===== src/rtl/hex_seg_display_if.sv =====
// hex_seg_display_if: bundles the calculator-facing inputs and display outputs
// of the hex_seg_display block.
//   cal_result [31:0] : value to show, nibble k on digit k (digit 0 rightmost)
//   error             : calculator error flag, shows "Err" when set
//   led_en     [7:0]  : digit enables, active-low, bit k = digit k
//   seg        [7:0]  : segments a..g, dp, active-low
// master = calculator side (drives value/error), slave = display block.
interface hex_seg_display_if;
   logic [31:0] cal_result;
   logic        error;
   logic [7:0]  led_en;
   logic [7:0]  seg;

   modport master (output cal_result, output error, input led_en, input seg);
   modport slave  (input cal_result, input error, output led_en, output seg);
endinterface


===== src/rtl/hex_seg_display.sv =====
// hex_seg_display: 8-digit common-anode time-multiplexed 7-segment driver.
// Each digit is lit for SCAN_DIV cycles. The input value and error flag are
// snapshotted once per frame (when the scan wraps from digit 7 to digit 0), so a
// frame never shows a mix of old and new data.
//   clk_g : clock, rising edge
//   rst   : synchronous active-high reset (display dark, scan restarts at digit 0)
//   bus   : slave side of hex_seg_display_if (cal_result/error in, led_en/seg out)
// Parameters:
//   SCAN_DIV : cycles per digit (>= 2)
//   BLANK_EN : 1 = blank leading-zero digits (digit 0 is never blanked)
module hex_seg_display #(
   parameter int SCAN_DIV = 100000,
   parameter int BLANK_EN = 1
) (
   input  logic              clk_g,
   input  logic              rst,
   hex_seg_display_if.slave  bus
);

   localparam int PW = $clog2(SCAN_DIV);

   logic [PW-1:0] pcnt;
   logic [2:0]    idx;
   logic [31:0]   val_s;
   logic          err_s;
   logic          tick;
   logic [31:0]   upper;
   logic [7:0]    seg_nxt;

   function automatic logic [7:0] hex7(input logic [3:0] n);
      case (n)
         4'h0: hex7 = 8'hC0;
         4'h1: hex7 = 8'hF9;
         4'h2: hex7 = 8'hA4;
         4'h3: hex7 = 8'hB0;
         4'h4: hex7 = 8'h99;
         4'h5: hex7 = 8'h92;
         4'h6: hex7 = 8'h82;
         4'h7: hex7 = 8'hF8;
         4'h8: hex7 = 8'h80;
         4'h9: hex7 = 8'h90;
         4'hA: hex7 = 8'h88;
         4'hB: hex7 = 8'h83;
         4'hC: hex7 = 8'hC6;
         4'hD: hex7 = 8'hA1;
         4'hE: hex7 = 8'h86;
         default: hex7 = 8'h8E;
      endcase
   endfunction

   assign tick  = (pcnt == PW'(SCAN_DIV - 1));
   // Shifting the current digit down to bit 0 gives both the nibble to decode
   // and, via the remaining upper bits, the leading-zero test in one step.
   assign upper = val_s >> {idx, 2'b00};

   always_comb begin
      seg_nxt = 8'hFF;
      if (err_s) begin
         case (idx)
            3'd2:       seg_nxt = 8'h86;   // 'E'
            3'd1, 3'd0: seg_nxt = 8'hAF;   // 'r'
            default:    seg_nxt = 8'hFF;
         endcase
      end else if ((BLANK_EN != 0) && (idx != 3'd0) && (upper == 32'd0)) begin
         seg_nxt = 8'hFF;
      end else begin
         seg_nxt = hex7(upper[3:0]);
      end
   end

   always_ff @(posedge clk_g) begin
      if (rst) begin
         pcnt       <= '0;
         idx        <= 3'd0;
         val_s      <= 32'd0;
         err_s      <= 1'b0;
         bus.led_en <= 8'hFF;
         bus.seg    <= 8'hFF;
      end else begin
         pcnt <= tick ? '0 : pcnt + 1'b1;
         if (tick) begin
            idx <= idx + 3'd1;
            // Snapshot on the 7->0 wrap so the next frame starts with fresh data.
            if (idx == 3'd7) begin
               val_s <= bus.cal_result;
               err_s <= bus.error;
            end
         end
         // Outputs follow idx/val_s/err_s one cycle late; blanked digits stay
         // enabled with all segments off to keep a uniform duty cycle.
         bus.led_en <= ~(8'b1 << idx);
         bus.seg    <= seg_nxt;
      end
   end

endmodule

===== src/flat_wrapper.sv =====
// flat-port wrapper written by rule: the top's interface ports become plain ports
module hex_seg_display_flat 
#(
   parameter int SCAN_DIV = 100000,
   parameter int BLANK_EN = 1
)
  (clk_g, rst, bus_cal_result, bus_error, bus_led_en, bus_seg);
  hex_seg_display_if bus_i ();
  input  logic clk_g;
  input  logic rst;
  input wire logic [$bits(bus_i.cal_result)-1:0] bus_cal_result;
  input wire logic [$bits(bus_i.error)-1:0] bus_error;
  output wire logic [$bits(bus_i.led_en)-1:0] bus_led_en;
  output wire logic [$bits(bus_i.seg)-1:0] bus_seg;
  assign bus_i.cal_result = bus_cal_result;
  assign bus_i.error = bus_error;
  assign bus_led_en = bus_i.led_en;
  assign bus_seg = bus_i.seg;
  hex_seg_display #(.SCAN_DIV(SCAN_DIV), .BLANK_EN(BLANK_EN)) u_core (.clk_g(clk_g), .rst(rst), .bus(bus_i));
endmodule

===== config.mk =====
export PLATFORM = sky130hd
export DESIGN_NAME = hex_seg_display_flat
export DESIGN_NICKNAME = d
export VERILOG_FILES = /design/src/rtl/hex_seg_display_if.sv /design/src/rtl/hex_seg_display.sv /design/src/flat_wrapper.sv
export SDC_FILE = /design/constraint.sdc
export NUM_CORES = 1
export LEC_CHECK = 0
export CAP_MARGIN = 20
export CORE_ASPECT_RATIO = 1.25
export CORE_MARGIN = 10
export CORE_UTILIZATION = 55
export CTS_CLUSTER_DIAMETER = 30
export CTS_CLUSTER_SIZE = 25
export DETAILED_ROUTE_END_ITERATION = 12
export GPL_ROUTABILITY_DRIVEN = 0
export PLACE_DENSITY = 0.8
export SYNTH_ARGS = -nofsm -noshare
export SYNTH_HDL_FRONTEND = slang
export SYNTH_SLANG_ARGS = --single-unit

===== constraint.sdc =====
create_clock -name clk_g -period 3 [get_ports clk_g]
set_input_delay 0.3 -clock clk_g [delete_from_list [all_inputs] [get_ports clk_g]]
set_output_delay 0.3 -clock clk_g [all_outputs]
set_load 0.01 [all_outputs]

==> metrics.md <==
| Metric | Value |
|---|---|
| CTS buffer count | `9` |
| Chip Width | `92.5 µm` |
| Avg Inst Size Synth | `between 8 and 9 µm²` |
| Max Slew Vio Count | `0` |
| Cts repair resizes | `0` |
| CTS root buffer | `clkbuf_8` |
| Period utilization | `88.6%` |
| Mapped Nets | `452` |
| Core area | `6290 µm²` |
| Worst hold stages | `2` |
| Largest net degree at the start of global routing | `34` |
| Setup CP Type | `reg2reg` |
| Drt drc | `0` |
| Main flop type after synthesis | `dfxtp_1` |
| Pre-Repair DR Iteration Count | `4` |
| Power Density | `423 nW/µm²` |
| Status | `completed` |
| Non-Filler Instances | `~540` |
| # fillers | `between 500 and 600` |
| Worst-path clk slew | `0.08 ns` |
| Setup TNS | `0 ns` |
| Area of the mapped netlist | `3610 µm²` |
| Slew headroom | `58.5%` |
| Initial antenna violation count | `0` |
| WP data arrival | `roughly 2.9 ns` |
| Setup WS pre-CTS | `0.387 ns` |
| Die area | `10200 µm²` |
| CTS Hold Buffers Added | `0` |
| WL met2 | `4.44 mm` |
| Dpl hpwl | `between 6 and 7 mm` |
| Setup ws final | `0.342 ns` |
| Initial drt markers | `roughly 210` |
| # Post-CTS Setup Buffers | `0` |
| Post-synth EDFFs | `0` |
| Wl on met1 | `3.48 mm` |
| Port Buffers | `a little under 50` |
| RSZ-0062 raised after global routing | `false` |
| R2R depth | `7` |
| Htree depth | `3` |
| Synth unique cells | `51` |
| Worst min-delay path category | `in2reg` |
| Sequential Area | `about 1400 µm²` |
| I/O pin count | `just over 50` |
| Starting density of the core | `around 57%` |
| Max-cap violations | `0` |
| TritonCTS clock tree | `done` |
| Post-route ant nets | `0` |
| #FFs+latches synth | `slightly below 70` |
| Final worst path period need | `between 2 and 3 ns` |
| Total GRT Usage | `16.7%` |
| DR WL/cell | `15.8 µm` |
| Slew @ Worst Pin | `slightly above 0.6 ns` |
| DR vias | `3011` |
| Final hold violations | `0` |
| Worst Skew | `approximately 0.012 ns` |
| Leak Pwr | `about 1.5 nW` |
| Worst path required time | `3.27 ns` |
| CP Max Fanout | `13` |
| Site row count | `32` |
| Clock Latency Late Sink | `0.35 ns` |
| DIE HEIGHT | `approximately 110 µm` |
| Routed WL | `8.52 mm` |
| Antenna Cells | `0` |
| Area Growth Syn to Fin | `19.4%` |
| Inst Count DP | `around 520` |
| Vias in the first global route | `3004` |
| First-pass GRT wire length | `~14 mm` |
| Ys async rst share | `0%` |
| Longest Clk Path Bufs | `2` |
| Area occupied by multi-input gates | `2040 µm²` |
| Post-synthesis sequential area ratio | `a little under two fifths` |
| Final #Nets | `496` |
| Crit start category | `flip-flop` |
| DR top layer | `met4` |
| Synthesis Warnings | `0` |
| Gr ovfl total | `0` |
| Final setup violation count | `0` |
| Syn Inst Count | `405` |
| WL met3 | `444 µm` |
| Post-DR vias/cell | `about 5.6` |
| Fin Hold WS | `0.454 ns` |
| Clock sink count | `a little under 70` |
| Maximum achievable frequency | `around 0.38 GHz` |
| Worst setup EP type | `flip-flop` |
| Ratio of cells with drive above 1 in the final layout | `21.8%` |
| Peak VDD IR | `0.000261 V` |
==> sequential cells by signal (all words and copies together) (netlist names) <==
name               count
u_core.bus.led_en      8
u_core.bus.seg         7
u_core.err_s           1
u_core.idx             3
u_core.pcnt           17
u_core.val_s          32
==> through the flow <==
step / power [mW] / util (%) / area [µm²]
floorplan: 0.967 / - / 3610
global placement: 1.03 / 65.2 / 4100
detailed placement: 1.03 / 65.2 / 4100
CTS: 1.84 / 68.6 / 4310
global route: 1.88 / 68.6 / 4310
finish: 1.83 / 68.6 / 4310
==> layout make-up <==
cell class	count	share of cell area, %
repair buffers	58	12.8
multi-input cells	303	47.3
well taps	85	2.47
inverters	9	0.783
clock inverters	6	2.06
clock buffers	10	2.96
flip-flops and latches	68	31.6
==> synthesized netlist by cell type (3+ instances only) <==
| cell | instances | share of area [%] |
|---|---|---|
| buf_1 | 4 | 0.42 |
| o21ai_0 | 9 | 1.2 |
| xor2_1 | 11 | 2.7 |
| nand3_1 | 11 | 1.5 |
| a21oi_2 | 30 | 7.3 |
| and3_1 | 3 | 0.52 |
| inv_1 | 9 | 0.93 |
| xnor2_1 | 5 | 1.2 |
| mux4_2 | 10 | 6.2 |
| dfxtp_1 | 68 | 38 |
| nor3_1 | 10 | 1.4 |
| nor4_1 | 4 | 0.69 |
| nor4b_1 | 3 | 0.73 |
| nor2_1 | 43 | 4.5 |
| ha_1 | 12 | 4.2 |
| nand2_2 | 30 | 5.2 |
| mux2i_1 | 7 | 1.9 |
| buf_12 | 4 | 2.2 |
| a21oi_1 | 11 | 1.5 |
| nand2b_1 | 3 | 0.52 |
| clkbuf_1 | 10 | 1.0 |
| and2_1 | 3 | 0.52 |
| a211oi_1 | 6 | 1.2 |
| nand2_1 | 58 | 6.0 |
| buf_2 | 5 | 0.69 |
| a31oi_1 | 5 | 0.87 |
==> report_power, final <==
part           internal, mW  leakage, nW  switching [mW]
combinational        0.0549        0.880          0.0372
sequential            0.911        0.551         0.00490
clock                 0.468        0.102           0.350
==> logic make-up after synthesis <==
family / share of synthesized area [%]
xor+xnor: 3.88
other cells: 0.104
flops: 37.7
compound gates: 15.6
simple gates: 24.2
mux: 8.55
fa+ha+maj: 4.16
buf+inv: 5.82
==> metal layers <==
| layer | global-route usage [%] | vias up |
|---|---|---|
| li1 | - | 1483 |
| met1 | 18.7 | 1418 |
| met2 | 28.9 | 92 |
| met3 | 3.72 | 18 |
| met4 | 7.80 | 0 |
| met5 | 0 | - |
==> critical path: stages (launching register included) <==
cell,delay (ns)
dfxtp_1,0.72
mux4_2,0.58
mux2i_1,0.29
ha_1,0.28
o311ai_0,0.14
nor2_1,0.12
o211ai_1,0.24
a31oi_1,0.21
==> worst paths after layout <==
check | startpoint | end | slack, ns
hold / removal | rst | u_core.val_s[12] | 0.45
setup / recovery | u_core.idx[1] | u_core.bus.seg[4] | 0.34
hold reg to reg | u_core.val_s[2] | u_core.val_s[2] | 0.47
setup reg to reg | u_core.idx[1] | u_core.bus.seg[4] | 0.34
==> placed cells by master, fill, tap and decap left out, types with 3 or more instances in the layout <==
cell	count
a21oi_1	11
nor4_1	4
xnor2_1	5
clkbuf_8	9
and3_1	3
a21oi_2	30
mux4_2	10
nand2b_1	3
dfxtp_1	68
clkdlybuf4s50_1	48
nor2_1	43
nand2_2	30
ha_1	12
a31oi_1	5
xor2_1	11
mux2i_1	7
nor4b_1	3
nand3_1	11
buf_4	9
inv_1	9
nand2_1	58
and2_1	3
nor3_1	10
a211oi_1	6
o21ai_0	9
Power figures use the tool's default switching activity.
